===== config.mk =====
export PLATFORM = sky130hd
export DESIGN_NAME = rf_write_arbiter
export DESIGN_NICKNAME = d
export VERILOG_FILES = /design/src/rtl/rf_pkg.sv /design/src/rtl/rr_arbiter.sv /design/src/rtl/rf_write_arbiter.sv
export SDC_FILE = /design/constraint.sdc
export NUM_CORES = 1
export LEC_CHECK = 0
export ABC_AREA = 1
export BUFFER_PORTS_ARGS = -buffer_cell sky130_fd_sc_hd__buf_4
export CAP_MARGIN = 20
export CORE_ASPECT_RATIO = 1.1
export CORE_MARGIN = 4
export CORE_UTILIZATION = 44
export DETAILED_ROUTE_END_ITERATION = 10
export GPL_TIMING_DRIVEN = 0
export PLACE_DENSITY = 0.78
export SYNTH_ARGS = -nofsm -noshare
export SYNTH_HDL_FRONTEND = slang
export SYNTH_SLANG_ARGS = --single-unit

===== constraint.sdc =====
create_clock -name clk -period 2.2 [get_ports clk]
set_input_delay 0.55 -clock clk [delete_from_list [all_inputs] [get_ports clk]]
set_output_delay 0.55 -clock clk [all_outputs]
set_load 0.02 [all_outputs]

===== src/rtl/rf_pkg.sv =====
// Shared register-file constants and writeback requester indices.
// No logic; constants only.
// Imported by the write arbiter and its round-robin sub-block.
package rf_pkg;

   localparam int RF_ADDR_W   = 4;
   localparam int RF_DATA_W   = 32;
   localparam int RF_NUM_REGS = 1 << RF_ADDR_W;

   // Writeback source slots on the arbiter request vector
   localparam int REQ_ALU  = 0;
   localparam int REQ_LD   = 1;
   localparam int REQ_LINK = 2;

   // Index width for a requester count, never below one bit
   function automatic int idx_width(input int n);
      return (n > 1) ? $clog2(n) : 1;
   endfunction

endpackage


===== src/rtl/rr_arbiter.sv =====
// Round-robin pick: searches from ptr+1 upward with wrap, returns one-hot grant and its index.
// Latency: purely combinational, no state.
// Backpressure: requesters not picked simply see gnt low and keep holding their request.
module rr_arbiter
   import rf_pkg::*;
#(
   parameter int NUM_REQ = 3,
   parameter int IDX_W   = idx_width(NUM_REQ)
) (
   input  logic [NUM_REQ-1:0] req,
   input  logic [IDX_W-1:0]   ptr,
   output logic [NUM_REQ-1:0] gnt,
   output logic [IDX_W-1:0]   gnt_idx,
   output logic               gnt_any
);

   // Scan priority order starting just after the last winner; first requester found wins
   always_comb begin
      int idx;
      gnt     = '0;
      gnt_idx = '0;
      gnt_any = 1'b0;
      idx     = 0;
      for (int k = 1; k <= NUM_REQ; k++) begin
         idx = (int'(ptr) + k) % NUM_REQ;
         if (!gnt_any && req[idx]) begin
            gnt[idx] = 1'b1;
            gnt_idx  = IDX_W'(idx);
            gnt_any  = 1'b1;
         end
      end
   end

endmodule


===== src/rtl/rf_write_arbiter.sv =====
// Shares the single RF write port among NUM_REQ writeback sources and tracks writes in flight.
// Latency: accept at edge E, RegWrite/WriteReg/WriteData valid the cycle after E (RF commits at E+1).
// Backpressure: a requester holds req/addr/data until its gnt pulse; one accept per cycle, round-robin.
module rf_write_arbiter
   import rf_pkg::*;
#(
   parameter int NUM_REQ = 3,
   parameter int ADDR_W  = RF_ADDR_W,
   parameter int DATA_W  = RF_DATA_W
) (
   input  logic                      clk,
   input  logic                      rst,
   input  logic [NUM_REQ-1:0]        req,
   input  logic [NUM_REQ*ADDR_W-1:0] req_addr,
   input  logic [NUM_REQ*DATA_W-1:0] req_data,
   output logic [NUM_REQ-1:0]        gnt,
   output logic                      RegWrite,
   output logic [ADDR_W-1:0]         WriteReg,
   output logic [DATA_W-1:0]         WriteData,
   input  logic                      reserve_en,
   input  logic [ADDR_W-1:0]         reserve_addr,
   input  logic [ADDR_W-1:0]         rd_addr1,
   input  logic [ADDR_W-1:0]         rd_addr2,
   output logic                      hazard1,
   output logic                      hazard2,
   output logic                      sb_err
);

   localparam int IDX_W    = idx_width(NUM_REQ);
   localparam int NUM_REGS = 1 << ADDR_W;

   logic [IDX_W-1:0]    ptr;
   logic [NUM_REQ-1:0]  arb_gnt;
   logic [IDX_W-1:0]    arb_idx;
   logic                arb_any;
   logic                accept;
   logic [NUM_REGS-1:0] pending;
   logic [NUM_REGS-1:0] pending_next;
   logic                clear_hit;

   rr_arbiter #(
      .NUM_REQ (NUM_REQ),
      .IDX_W   (IDX_W)
   ) u_rr (
      .req     (req),
      .ptr     (ptr),
      .gnt     (arb_gnt),
      .gnt_idx (arb_idx),
      .gnt_any (arb_any)
   );

   // Grants are suppressed while reset is held so nothing is accepted into a dropped pipeline
   always_comb begin
      gnt    = rst ? '0 : arb_gnt;
      accept = arb_any & ~rst;
   end

   // Write-port registers and priority pointer; address/data hold when nothing is accepted
   always_ff @(posedge clk or posedge rst) begin
      if (rst) begin
         RegWrite  <= 1'b0;
         WriteReg  <= '0;
         WriteData <= '0;
         ptr       <= IDX_W'(NUM_REQ - 1);
      end else begin
         RegWrite <= accept;
         if (accept) begin
            WriteReg  <= req_addr[arb_idx*ADDR_W +: ADDR_W];
            WriteData <= req_data[arb_idx*DATA_W +: DATA_W];
            ptr       <= arb_idx;
         end
      end
   end

   // Next scoreboard: commit clears first, then a same-edge reserve re-sets the bit
   always_comb begin
      pending_next = pending;
      if (RegWrite) begin
         pending_next[WriteReg] = 1'b0;
      end
      if (reserve_en) begin
         pending_next[reserve_addr] = 1'b1;
      end
      clear_hit = RegWrite && (WriteReg == reserve_addr);
   end

   // Scoreboard state and sticky double-reserve flag
   always_ff @(posedge clk or posedge rst) begin
      if (rst) begin
         pending <= '0;
         sb_err  <= 1'b0;
      end else begin
         pending <= pending_next;
         if (reserve_en && pending[reserve_addr] && !clear_hit) begin
            sb_err <= 1'b1;
         end
      end
   end

   // Decode hazards read the live bits; still set during the commit cycle since the RF is stale
   always_comb begin
      hazard1 = pending[rd_addr1];
      hazard2 = pending[rd_addr2];
   end

endmodule


==> run_results.csv <==
group,metric,value,unit
run_status,status,"complete, but fails checks",
run_status,violations,"setup timing",
synthesis,synth_edf_count,0,
pwr,p_switching,5999,uW
critical_path,path_max_fanout,6,
clocking,cts_num_sinks,56,
synthesis,ys.flop_type,"dfrtp_1",
timing,fin_crit_sh,121.1,%
route,num_vias,4853,
critical_path,worstPathRequired,1.65,ns
timing,fmax,0.3752,GHz
floorplanning,die_y,107.3,um
critical_path,endpoint_kind,"primary output",
route,first_pass_iters,5,
floorplanning,start_util,45.99,%
global_routing,grt.total_usage,26.04,%
global_routing,antenna_found_initial,0,
route,met1Wirelength,5.773,mm
pwr,total_power,11980,uW
clocking,cts_buffers,5,
pwr,internal_power,5985,uW
synthesis,ys_types,36,
clocking,clk_latency,0.32,ns
cells_and_area,nets,923,
clocking,clk_pin_slew_worst_paths,0.11,ns
place,gp_congestion,0.8902,
pwr,leakage,0.003336,uW
global_routing,grt_pass1_wl,22.67,mm
route,post-route-drc-count,0,
cells_and_area,area_growth,58.48,%
synthesis,yosys_register_bits,56,
floorplanning,die_area,0.01055,mm2
clocking,clockBufferDepth,2,
synthesis,syn_area,0.003948,mm2
synthesis,muxShareOfSynthArea,0,%
global_routing,globalRoute.totalOverflow,0,
timing,rsz0062_at_grt,"true",
clocking,cts_root_buf,"clkbuf_8",
timing,final-hold-violation-count,0,
global_routing,grt_start_max_net_pins,42,
synthesis,synth_top_family_by_area,"simple AND/OR/NAND/NOR gates",
cells_and_area,antennaDiodeCount,0,
timing,setup_slack,-0.4652,ns
place,pre_cts_ws,-0.1948,ns
synthesis,synth-simple-area-share,32.61,%
synthesis,avgSynthCellArea,6.783,um2
critical_path,crit_type,"flip-flop to primary output",
synthesis,synth_fa_ha_area_share,1.268,%
pwr,swShare,50.06,%
route,postRouteAntennaNets,0,
synthesis,ys_seq_area_share,35.53,%
place,dp_hpwl,10.43,mm
clocking,cts_tree,"done",
route,wl_met3,1.082,mm
cells_and_area,drive_gt1_share,37.66,%
pwr,vdd_drop_max,1.539,mV
timing,setup_viol,41,
synthesis,syn_inst,582,
cells_and_area,fill_cells,662,
route,wirelength,15.57,mm
synthesis,synth_compound_area_share,16.01,%
pwr,pwr-share-clk,5.8,%
pwr,p_per_area,1916,mW/mm2
synthesis,syn_nets,712,
timing,clock_skew,0.01361,ns
route,wl_per_cell,17.21,um
run,maxCapViolations,0,
timing,maxSlewHeadroom,71.42,%
timing,finalMaxSlewViolations,0,
critical_path,start_kind,"flip-flop",
timing,whs,0.2473,ns
floorplanning,io_pins,169,
hold_path,worstHoldPathType,"input port to async pin",
route,dr_wl_met2,8.022,mm
floorplanning,core_area,0.008583,mm2
synthesis,synth_async_sr_flop_share,100.0,%
pwr,seq_power_share,16.8,%
floorplanning,rows,35,
global_routing,grt_pass1_vias,4723,
critical_path,cp_data_arrival_time,2.12,ns
pwr,combPwrFrac,77.3,%
route,drt_iter0_markers,287,
timing,worstMarginPinSlew,0.4278,ns
synthesis,synth-xor-area-share,0.2219,%
clocking,htreeDepth,2,
floorplanning,fp.dieW,98.31,um
route,viasPerCell,5.362,
place,io_buffer_count,168,
route,highest_layer,"met4",
timing,fin_crit,2.665,ns
synthesis,synth_warnings,0,
==> sequential cells by signal, summed over array words and instances, names as in the netlist <==
name       flops
RegWrite       1
WriteData     32
WriteReg       4
pending       16
ptr            2
sb_err         1
==> power groups by stage <==
stage | Combinational (uW) | Clock, uW | Sequential (uW)
finish | 9270 | 701 | 2020
floorplan | 4160 | 0 | 2330
global route | 9890 | 738 | 2070
CTS | 7860 | 700 | 1990
detailed placement | 6540 | 0 | 2010
global placement | 6390 | 0 | 1990
==> worst paths after layout <==
path	start	slack, ns	cells past startpoint	end
max	ptr[1]	-0.47	9	gnt[0]
min	rst	0.25	2	WriteData[2]
max reg2reg	ptr[1]	-0.22	14	WriteData[4]
min reg2reg	sb_err	0.48	2	sb_err
max in group asynchronous	rst	1.36	3	ptr[1]
min in group clk	req_data[69]	0.46	3	WriteData[5]
==> synth_stat cells, types with 2 or more instances <==
cell | count | area, um2
clkbuf_1 | 4 | 15.01
nor3_1 | 2 | 10.01
nor2_1 | 24 | 90.09
a31oi_1 | 3 | 18.77
ha_1 | 4 | 50.05
o22ai_1 | 2 | 12.51
o211ai_1 | 2 | 15.01
nand3_1 | 115 | 575.6
a21oi_1 | 35 | 175.2
a22oi_1 | 9 | 67.56
dfrtp_1 | 55 | 1376
buf_4 | 6 | 45.04
nand2_2 | 2 | 12.51
inv_1 | 105 | 394.1
nand2_1 | 125 | 469.2
o21ai_1 | 2 | 10.01
nand2_4 | 4 | 45.04
o31ai_1 | 4 | 30.03
a21oi_2 | 6 | 52.55
buf_6 | 5 | 56.30
or2_2 | 2 | 12.51
buf_2 | 7 | 35.03
o21ai_0 | 43 | 215.2
inv_2 | 4 | 15.01
==> per-layer routing <==
| layer | GRT usage [%] | vias to the layer above |
|---|---|---|
| met5 | 0 | - |
| met2 | 47.00 | 228 |
| met4 | 9.854 | 0 |
| met3 | 4.666 | 58 |
| met1 | 30.64 | 2259 |
| li1 | - | 2308 |
==> cell families (layout without fill, tap and decap cells) <==
| family | count (synthesis) | after routing |
|---|---|---|
| adder cells (fa/ha/maj) | 4 | 4 |
| AO/OA/AOI/OAI | 109 | 109 |
| AND/OR/NAND/NOR | 280 | 280 |
| flip-flops | 56 | 56 |
| XOR/XNOR | 1 | 1 |
| buffers and inverters | 132 | 344 |
==> layout make-up <==
type,instances,area (um2),area share (%)
multi-input combinational,394,2257,36.08
clock inverter,1,30.03,0.4800
clock buffer,7,76.32,1.220
inverter,110,434.2,6.940
buffer,20,255.2,4.080
sequential,56,1404,22.44
tap,111,138.9,2.220
timing repair buffer,206,1660,26.54
==> critical path: stages (launching register included) <==
cell,delay [ns]
dfstp_2,0.60
ha_4,0.26
inv_4,0.10
nand3_2,0.10
nand2_2,0.12
nand2_4,0.07
nor2_8,0.12
a22oi_2,0.08
a21oi_2,0.16
buf_4,0.16
==> layout by cell type, fill, tap and decap left out, types with 3 or more instances in the layout <==
master,count
a21oi_1,29
a21oi_2,9
a21oi_4,3
a22oi_1,8
buf_12,4
buf_4,191
buf_6,15
buf_8,11
clkbuf_8,5
dfrtp_1,54
ha_4,3
inv_1,100
inv_2,4
inv_4,4
nand2_1,118
nand2_2,4
nand2_4,6
nand2_8,3
nand3_1,103
nand3_2,11
nand3_4,3
nor2_1,20
nor2_2,3
o21ai_0,42
o31ai_1,4
==> timing repair <==
item,CTS,global route
hold buffers,0,0
hold endpoints to repair,0,0
cloned,1,3
endpoints found under the setup margin,38,44
resized for setup,58,45
pin swaps,16,13
buffers inserted,17,16
==> metrics by stage <==
step | setup TNS, ns | cells | cell area, um2 | utilization [%]
global placement | -26.66 | 861 | 5403 | 62.94
detailed placement | -3.679 | 862 | 5423 | 63.18
CTS | -2.508 | 886 | 5884 | 68.56
finish | -8.035 | 905 | 6256 | 72.89
global route | -10.64 | 905 | 6256 | 72.89
floorplan | -0.01920 | 582 | 4003 | -
(Power assumes the default switching activity.)
